<file path="config.mk">
export PLATFORM = sky130hd
export DESIGN_NAME = pipelined_multiplier_scheduler
export DESIGN_NICKNAME = d
export VERILOG_FILES = /design/src/rtl/mul_sched_pkg.sv /design/src/rtl/mul_rr_arbiter.sv /design/src/rtl/pipelined_array_multiplier.sv /design/src/rtl/pipelined_multiplier_scheduler.sv
export SDC_FILE = /design/constraint.sdc
export NUM_CORES = 1
export LEC_CHECK = 0
export CAP_MARGIN = 0
export CORE_ASPECT_RATIO = 0.8
export CORE_MARGIN = 2
export CORE_UTILIZATION = 54
export CTS_BUF_LIST = sky130_fd_sc_hd__clkbuf_4 sky130_fd_sc_hd__clkbuf_8 sky130_fd_sc_hd__clkbuf_16
export CTS_CLUSTER_SIZE = 10
export DETAILED_ROUTE_END_ITERATION = 6
export GPL_ROUTABILITY_DRIVEN = 0
export PLACE_DENSITY = 0.84
export RECOVER_POWER = 100
export SYNTH_ARGS = -nofsm -noshare
export SYNTH_HDL_FRONTEND = slang
export SYNTH_SLANG_ARGS = --single-unit
</file>
<file path="constraint.sdc">
create_clock -name clk_i -period 8.5 [get_ports clk_i]
set_input_delay 1.7 -clock clk_i [delete_from_list [all_inputs] [get_ports clk_i]]
set_output_delay 1.7 -clock clk_i [all_outputs]
set_load 0.05 [all_outputs]
</file>
<file path="src/rtl/mul_sched_pkg.sv">
// Shared defaults, latency helper and bench test identifiers for the
// shared pipelined multiplier scheduler.
package mul_sched_pkg;

  localparam int DEFAULT_DATA_WIDTH     = 16;
  localparam int DEFAULT_PIPELINE_DEPTH = 4;
  localparam int DEFAULT_REQUESTERS     = 4;

  // Issue-to-result cycles: the final stage is combinational into the output
  function automatic int latency(input int depth);
    return depth - 1;
  endfunction

  typedef enum logic [2:0] {
    TEST_RESET,
    TEST_SINGLE,
    TEST_ROUND_ROBIN,
    TEST_EXTREMES,
    TEST_BACKPRESSURE,
    TEST_STREAM,
    TEST_RESET_MID
  } test_id_e;

endpackage

</file>
<file path="src/rtl/mul_rr_arbiter.sv">
// Combinational round-robin arbiter: scans circularly starting one past
// the last granted requester and returns a one-hot grant plus its index.
module mul_rr_arbiter #(
  parameter int  REQUESTERS = 4,
  localparam int ID_W       = $clog2(REQUESTERS)
) (
  input  logic [REQUESTERS-1:0] req_i,
  input  logic [ID_W-1:0]       last_grant_i,
  output logic [REQUESTERS-1:0] grant_o,
  output logic [ID_W-1:0]       grant_idx_o
);

  always_comb begin
    logic            found;
    logic [ID_W-1:0] idx;
    grant_o     = '0;
    grant_idx_o = '0;
    found       = 1'b0;
    idx         = '0;
    for (int off = 1; off <= REQUESTERS; off++) begin
      idx = ID_W'((int'(last_grant_i) + off) % REQUESTERS);
      if (!found && req_i[idx]) begin
        found        = 1'b1;
        grant_o[idx] = 1'b1;
        grant_idx_o  = idx;
      end
    end
  end

endmodule

</file>
<file path="src/rtl/pipelined_array_multiplier.sv">
// Unsigned array multiplier split into PIPELINE_DEPTH partial-product stages;
// all but the last stage are registered, and everything holds when clk_en_i is low.
module pipelined_array_multiplier #(
  parameter int DATA_WIDTH     = 16,
  parameter int PIPELINE_DEPTH = 4
) (
  input  logic                    clk_i,
  input  logic                    rst_n_i,
  input  logic                    clk_en_i,
  input  logic                    data_valid_i,
  input  logic [DATA_WIDTH-1:0]   multiplicand_i,
  input  logic [DATA_WIDTH-1:0]   multiplier_i,
  output logic                    data_valid_o,
  output logic [2*DATA_WIDTH-1:0] product_o
);

  localparam int CW     = DATA_WIDTH / PIPELINE_DEPTH;
  localparam int STAGES = PIPELINE_DEPTH - 1;
  localparam int PW     = 2 * DATA_WIDTH;

  logic [DATA_WIDTH-1:0] st_a   [PIPELINE_DEPTH];
  logic [DATA_WIDTH-1:0] st_b   [PIPELINE_DEPTH];
  logic [PW-1:0]         st_acc [PIPELINE_DEPTH];
  logic [PW-1:0]         st_sum [PIPELINE_DEPTH];

  logic [STAGES-1:0]     valid_q, valid_d;
  logic [DATA_WIDTH-1:0] a_q   [STAGES];
  logic [DATA_WIDTH-1:0] a_d   [STAGES];
  logic [DATA_WIDTH-1:0] b_q   [STAGES];
  logic [DATA_WIDTH-1:0] b_d   [STAGES];
  logic [PW-1:0]         acc_q [STAGES];
  logic [PW-1:0]         acc_d [STAGES];

  // Stage s adds multiplicand times the s-th CW-bit slice of the multiplier
  always_comb begin
    logic [PW-1:0] pp;
    pp        = '0;
    st_a[0]   = multiplicand_i;
    st_b[0]   = multiplier_i;
    st_acc[0] = '0;
    for (int s = 1; s < PIPELINE_DEPTH; s++) begin
      st_a[s]   = a_q[s-1];
      st_b[s]   = b_q[s-1];
      st_acc[s] = acc_q[s-1];
    end
    for (int s = 0; s < PIPELINE_DEPTH; s++) begin
      pp        = PW'(st_a[s]) * PW'(st_b[s][s*CW +: CW]);
      st_sum[s] = st_acc[s] + (pp << (s * CW));
    end
  end

  always_comb begin
    valid_d = valid_q;
    a_d     = a_q;
    b_d     = b_q;
    acc_d   = acc_q;
    if (clk_en_i) begin
      valid_d[0] = data_valid_i;
      for (int s = 1; s < STAGES; s++) begin
        valid_d[s] = valid_q[s-1];
      end
      for (int s = 0; s < STAGES; s++) begin
        a_d[s]   = st_a[s];
        b_d[s]   = st_b[s];
        acc_d[s] = st_sum[s];
      end
    end
  end

  always_ff @(posedge clk_i or negedge rst_n_i) begin
    if (!rst_n_i) begin
      valid_q <= '0;
      for (int s = 0; s < STAGES; s++) begin
        a_q[s]   <= '0;
        b_q[s]   <= '0;
        acc_q[s] <= '0;
      end
    end else begin
      valid_q <= valid_d;
      a_q     <= a_d;
      b_q     <= b_d;
      acc_q   <= acc_d;
    end
  end

  assign data_valid_o = valid_q[STAGES-1];
  assign product_o    = st_sum[PIPELINE_DEPTH-1];

endmodule

</file>
<file path="src/rtl/pipelined_multiplier_scheduler.sv">
// Shares one pipelined multiplier among REQUESTERS clients with round-robin
// issue, an ID shift register aligned to the pipeline, and freeze on back-pressure.
module pipelined_multiplier_scheduler
  import mul_sched_pkg::*;
#(
  parameter int  DATA_WIDTH     = DEFAULT_DATA_WIDTH,
  parameter int  PIPELINE_DEPTH = DEFAULT_PIPELINE_DEPTH,
  parameter int  REQUESTERS     = DEFAULT_REQUESTERS,
  localparam int LATENCY        = latency(PIPELINE_DEPTH),
  localparam int ID_W           = $clog2(REQUESTERS),
  localparam int CNT_W          = $clog2(LATENCY + 1)
) (
  input  logic                                 clk_i,
  input  logic                                 rst_n_i,
  input  logic [REQUESTERS-1:0]                req_valid_i,
  input  logic [REQUESTERS-1:0][DATA_WIDTH-1:0] req_multiplicand_i,
  input  logic [REQUESTERS-1:0][DATA_WIDTH-1:0] req_multiplier_i,
  output logic [REQUESTERS-1:0]                req_ready_o,
  output logic                                 result_valid_o,
  output logic [2*DATA_WIDTH-1:0]              result_o,
  output logic [ID_W-1:0]                      result_id_o,
  input  logic                                 result_ready_i,
  output logic [CNT_W-1:0]                     outstanding_o,
  output logic                                 busy_o
);

  logic                  freeze;
  logic                  issue;
  logic                  result_hs;
  logic [REQUESTERS-1:0] grant;
  logic [ID_W-1:0]       grant_idx;
  logic [ID_W-1:0]       last_grant_q, last_grant_d;
  logic [DATA_WIDTH-1:0] a_hold_q, a_hold_d, b_hold_q, b_hold_d;
  logic [DATA_WIDTH-1:0] mul_a, mul_b;
  logic [ID_W-1:0]       id_sr_q [LATENCY];
  logic [ID_W-1:0]       id_sr_d [LATENCY];
  logic [CNT_W-1:0]      outstanding_q, outstanding_d;

  assign freeze      = result_valid_o & ~result_ready_i;
  assign req_ready_o = grant & {REQUESTERS{~freeze & rst_n_i}};
  assign issue       = |(req_valid_i & req_ready_o);
  assign result_hs   = result_valid_o & result_ready_i;

  mul_rr_arbiter #(
    .REQUESTERS (REQUESTERS)
  ) u_arbiter (
    .req_i        (req_valid_i),
    .last_grant_i (last_grant_q),
    .grant_o      (grant),
    .grant_idx_o  (grant_idx)
  );

  // Idle cycles re-present the last operands so the datapath does not toggle
  always_comb begin
    mul_a        = a_hold_q;
    mul_b        = b_hold_q;
    last_grant_d = last_grant_q;
    if (issue) begin
      mul_a        = req_multiplicand_i[grant_idx];
      mul_b        = req_multiplier_i[grant_idx];
      last_grant_d = grant_idx;
    end
    a_hold_d = mul_a;
    b_hold_d = mul_b;
  end

  pipelined_array_multiplier #(
    .DATA_WIDTH     (DATA_WIDTH),
    .PIPELINE_DEPTH (PIPELINE_DEPTH)
  ) u_multiplier (
    .clk_i          (clk_i),
    .rst_n_i        (rst_n_i),
    .clk_en_i       (~freeze),
    .data_valid_i   (issue),
    .multiplicand_i (mul_a),
    .multiplier_i   (mul_b),
    .data_valid_o   (result_valid_o),
    .product_o      (result_o)
  );

  always_comb begin
    id_sr_d = id_sr_q;
    if (!freeze) begin
      id_sr_d[0] = issue ? grant_idx : '0;
      for (int i = 1; i < LATENCY; i++) begin
        id_sr_d[i] = id_sr_q[i-1];
      end
    end
  end

  always_comb begin
    outstanding_d = outstanding_q;
    if (issue && !result_hs) begin
      outstanding_d = outstanding_q + CNT_W'(1);
    end else if (!issue && result_hs) begin
      outstanding_d = outstanding_q - CNT_W'(1);
    end
  end

  always_ff @(posedge clk_i or negedge rst_n_i) begin
    if (!rst_n_i) begin
      last_grant_q  <= ID_W'(REQUESTERS - 1);
      a_hold_q      <= '0;
      b_hold_q      <= '0;
      outstanding_q <= '0;
      for (int i = 0; i < LATENCY; i++) begin
        id_sr_q[i] <= '0;
      end
    end else begin
      last_grant_q  <= last_grant_d;
      a_hold_q      <= a_hold_d;
      b_hold_q      <= b_hold_d;
      outstanding_q <= outstanding_d;
      id_sr_q       <= id_sr_d;
    end
  end

  assign result_id_o   = id_sr_q[LATENCY-1];
  assign outstanding_o = outstanding_q;
  assign busy_o        = (outstanding_q != '0);

  // The pipeline cannot hold more than LATENCY operations, nor return one never issued
  always @(posedge clk_i) begin
    if (rst_n_i) begin
      assert (!(issue && !result_hs && outstanding_q == CNT_W'(LATENCY)));
      assert (!(result_hs && !issue && outstanding_q == '0));
    end
  end

endmodule

</file>
==> reports/qor.txt <==
Worst reg-to-reg setup slack: 0.98 ns
Worst min path class: register to register
Final sum of negative setup slack: 0 ns
Share of the cycle needed by the critical path after routing: 94.9%
Filler cells: 2691
Non-filler instance count after layout: 2688
Upper clock frequency limit: 124 MHz
Remaining max-slew budget at the tightest pin: -204%
Worst setup EP type: register
Type of origin of the critical path: primary input
Die boundary height: 169 um
Deepest level of the CTS H-tree: 4
Final hold slack: 0.464 ns
Antenna violations before repair: 0
Die Span X: 210 um
Post-route design area: 0.0209 sq mm
Number of buffers on the longest clock path: 2
Failing checks: max-capacitance violations, max-slew violations
End of the worst register-to-register path: u_multiplier.acc_q[81]
Primary FF master, synth: dfrtp_1
Clk_lat worst skew: 0.45 ns
Number of cells after detailed placement: 2656
Setup repair after global routing missed its margin: no
Synth Instances: 2139
Layout net count: 2646
Yosys warning total: 0
Highest fanout seen on the critical path: 12
Worst r2r path cells: 26
Post-CTS Hold Fix Bufs: 0
Post-detail-place hpwl: 35.1 mm
Synth area leader: dfrtp_1
Total clock buffers created by CTS: 17
First-pass GRT wire length: 77.0 mm
CP Buf/Inv Count: 4
Post-Route WL: 45.4 mm
Post-DR wirelength/cell: 16.9 um
Fraction of layout cells with a size suffix above 1: 3.95%
Max_cap viols: 6
Total placed instance area: 0.0203 sq mm
Post-Synthesis Net Count: 2544
Register bit total from synthesis: 191
Worst-margin pin slew: 4.56 ns
TritonCTS clock tree: built
Pre-Repair DR Iteration Count: 7
GRT overflow: 0
Area of the mapped netlist: 0.0184 sq mm
Register area share after synthesis: 26.0%
Clock transition at the register clock pins on the worst setup and hold paths after CTS: 0.08 ns
Count of unique library cells instantiated by Yosys: 75
Critical path depth: 24
Effective utilization at floorplan: 54.7%
Yosys top cell area share: 25.7%
DRC violation count after routing: 0
Number of slew-limit violations in the final report: 444
Type of the worst setup path: primary input to register
Critical path data arrival time: 8.26 ns
Clock sink count: 191
Total setup violations reported at the end of the flow: 0
Number of violations reported at the end of detailed-routing iteration 0: 1458
Diode count: 0
Stage delay of the slowest cell on the critical path: 0.66 ns
Number of global-route vias before repair: 15700
Family with the most delay on the worst path: compound AO/OA/AOI/OAI gates
Area growth from synthesis to layout: 13.4%
Crit path launch: req_valid_i[2]
Run status: finished, violations left
Most common library cell in the layout ignoring fill and taps: nand2_1
Top cells by area, synth: dfrtp_1 (26%), fa_1 (13%), ha_1 (11%)
Async set or reset register ratio after synthesis: 100%
GR Util All Layers: 26.4%
Minimum clock period: 8.06 ns
Worst reg2reg startpoint: last_grant_q[0]
Die area: 0.0356 sq mm
Number of port buffers: 176
Post-synth EDFFs: 0
Detail Route Antenna Nets: 0
Cell with the biggest individual delay on the critical path: mux2i_1
Detail-routed via count per cell: 5.79
Clock root buffer: clkbuf_16
Avg Inst Size Synth: 8.61 sq um
Row cnt: 60
Cell repeated most along the worst path: a21oi_1
Top Ports: 177
Area inside the core boundary: 0.0336 sq mm
Ordered list of cells on the worst path: clkdlybuf4s50_1, mux4_2, a22o_1, a22oi_1, o211ai_1, a211oi_2, a211o_2, mux2i_1, buf_4, nor2_1, fa_1, inv_1, fa_1, inv_1, ha_1, a21o_1, a21oi_1, nand2_1, a21oi_1, o31ai_1, a21oi_1, o21ai_0, xnor2_1, a21oi_1
Capture point of the worst path: u_multiplier.acc_q[81]
Worst path required time: 8.69 ns
Most frequent cells in the layout: nand2_1 (425), inv_1 (197), dfrtp_1 (186)
Routed via count: 15600
Maximum clock skew at final layout: 0.0139 ns
Hold violation total from the final report: 0
Largest net degree at the start of global routing: 111
==> metrics by stage <==
step,worst slack [ns],util (%)
floorplan,1.29,-
global placement,0.569,60.4
detailed placement,0.270,60.4
CTS,0.0686,62.3
global route,0.115,62.1
finish,0.435,62.1
==> cell usage after synthesis, drive strengths merged (26+ instances only) <==
cell type,instances
and2,65
inv,197
nor2,152
mux2,27
dfrtp,189
ha,155
xor2,36
o21ai,77
buf,57
fa,115
a21oi,114
clkbuf,57
a21o,26
o21a,26
mux2i,117
xnor2,60
nand2,425
==> worst register-to-register path, cell delays in order (launching register included) <==
cell	delay (ns)
dfstp_2	0.73
inv_1	0.18
ha_1	0.44
mux4_2	0.55
nor2b_4	0.17
a22o_1	0.20
a22oi_1	0.21
o211ai_1	0.13
a211oi_2	0.21
a211o_2	0.27
mux2i_1	0.66
buf_4	0.29
nor2_1	0.09
fa_1	0.55
inv_1	0.06
fa_1	0.48
inv_1	0.04
ha_1	0.34
a21o_1	0.17
a21oi_1	0.10
nand2_1	0.08
a21oi_1	0.05
o31ai_1	0.59
a21oi_1	0.18
o21ai_0	0.24
xnor2_1	0.15
a21oi_1	0.09
==> worst min path at each step <==
stage | from | end | slack (ns) | cells after the start
after detailed placement | u_multiplier.valid_q[1] | u_multiplier.valid_q[2] | 0.45 | 1
after global placement | u_multiplier.valid_q[1] | u_multiplier.valid_q[1] | 0.45 | 2
after CTS | u_multiplier.valid_q[1] | u_multiplier.valid_q[2] | 0.47 | 1
after floorplan | u_multiplier.valid_q[1] | u_multiplier.valid_q[1] | 0.43 | 2
final | u_multiplier.acc_q[4] | u_multiplier.acc_q[4] | 0.46 | 2
after global routing | u_multiplier.acc_q[4] | u_multiplier.acc_q[4] | 0.49 | 2
==> per-layer routing <==
| metal | vias up | routed length [um] | GRT usage (%) |
|---|---|---|---|
| met1 | 7633 | 20000 | 36.5 |
| met3 | 80 | 2970 | 3.35 |
| met2 | 584 | 21800 | 44.6 |
| li1 | 7257 | - | - |
| met4 | 0 | 703 | 6.00 |
| met5 | - | 0 | 0 |
==> final cells by class <==
class	instances	area, sq um	area share [%]
clock inverters	15	213	1.02
well taps	434	543	2.60
repair buffers	197	1890	9.06
multi-input cells	1637	12300	58.8
inverters	197	739	3.54
clock buffers	17	425	2.04
flip-flops and latches	191	4790	22.9
==> cells by family (layout without fill, tap and decap cells) <==
| kind of cell | after synthesis | in the layout | share of synthesized area, % |
|---|---|---|---|
| simple gates | 769 | 769 | 18.3 |
| flops | 191 | 191 | 26.0 |
| compound gates | 356 | 356 | 12.3 |
| xor+xnor | 96 | 96 | 4.57 |
| fa+ha+maj | 270 | 270 | 23.0 |
| mux | 146 | 146 | 8.48 |
| buf+inv | 311 | 426 | 7.39 |
==> sequential cells by signal, summed over array words and instances (netlist names) <==
signal                flops
id_sr_q                   4
u_multiplier.valid_q      3
u_multiplier.a_q         48
u_multiplier.b_q         24
b_hold_q                 16
a_hold_q                 16
result_id_o               2
last_grant_q              2
outstanding_o             2
u_multiplier.acc_q       74
==> timing repair <==
item,CTS,global route
setup endpoints to repair,1,4
resized for setup,1,6
setup buffers,0,0
endpoints found under the hold margin,0,0
Power is not shown: default switching activity piles up to over one toggle a cycle in this logic, so the estimate is an artifact.
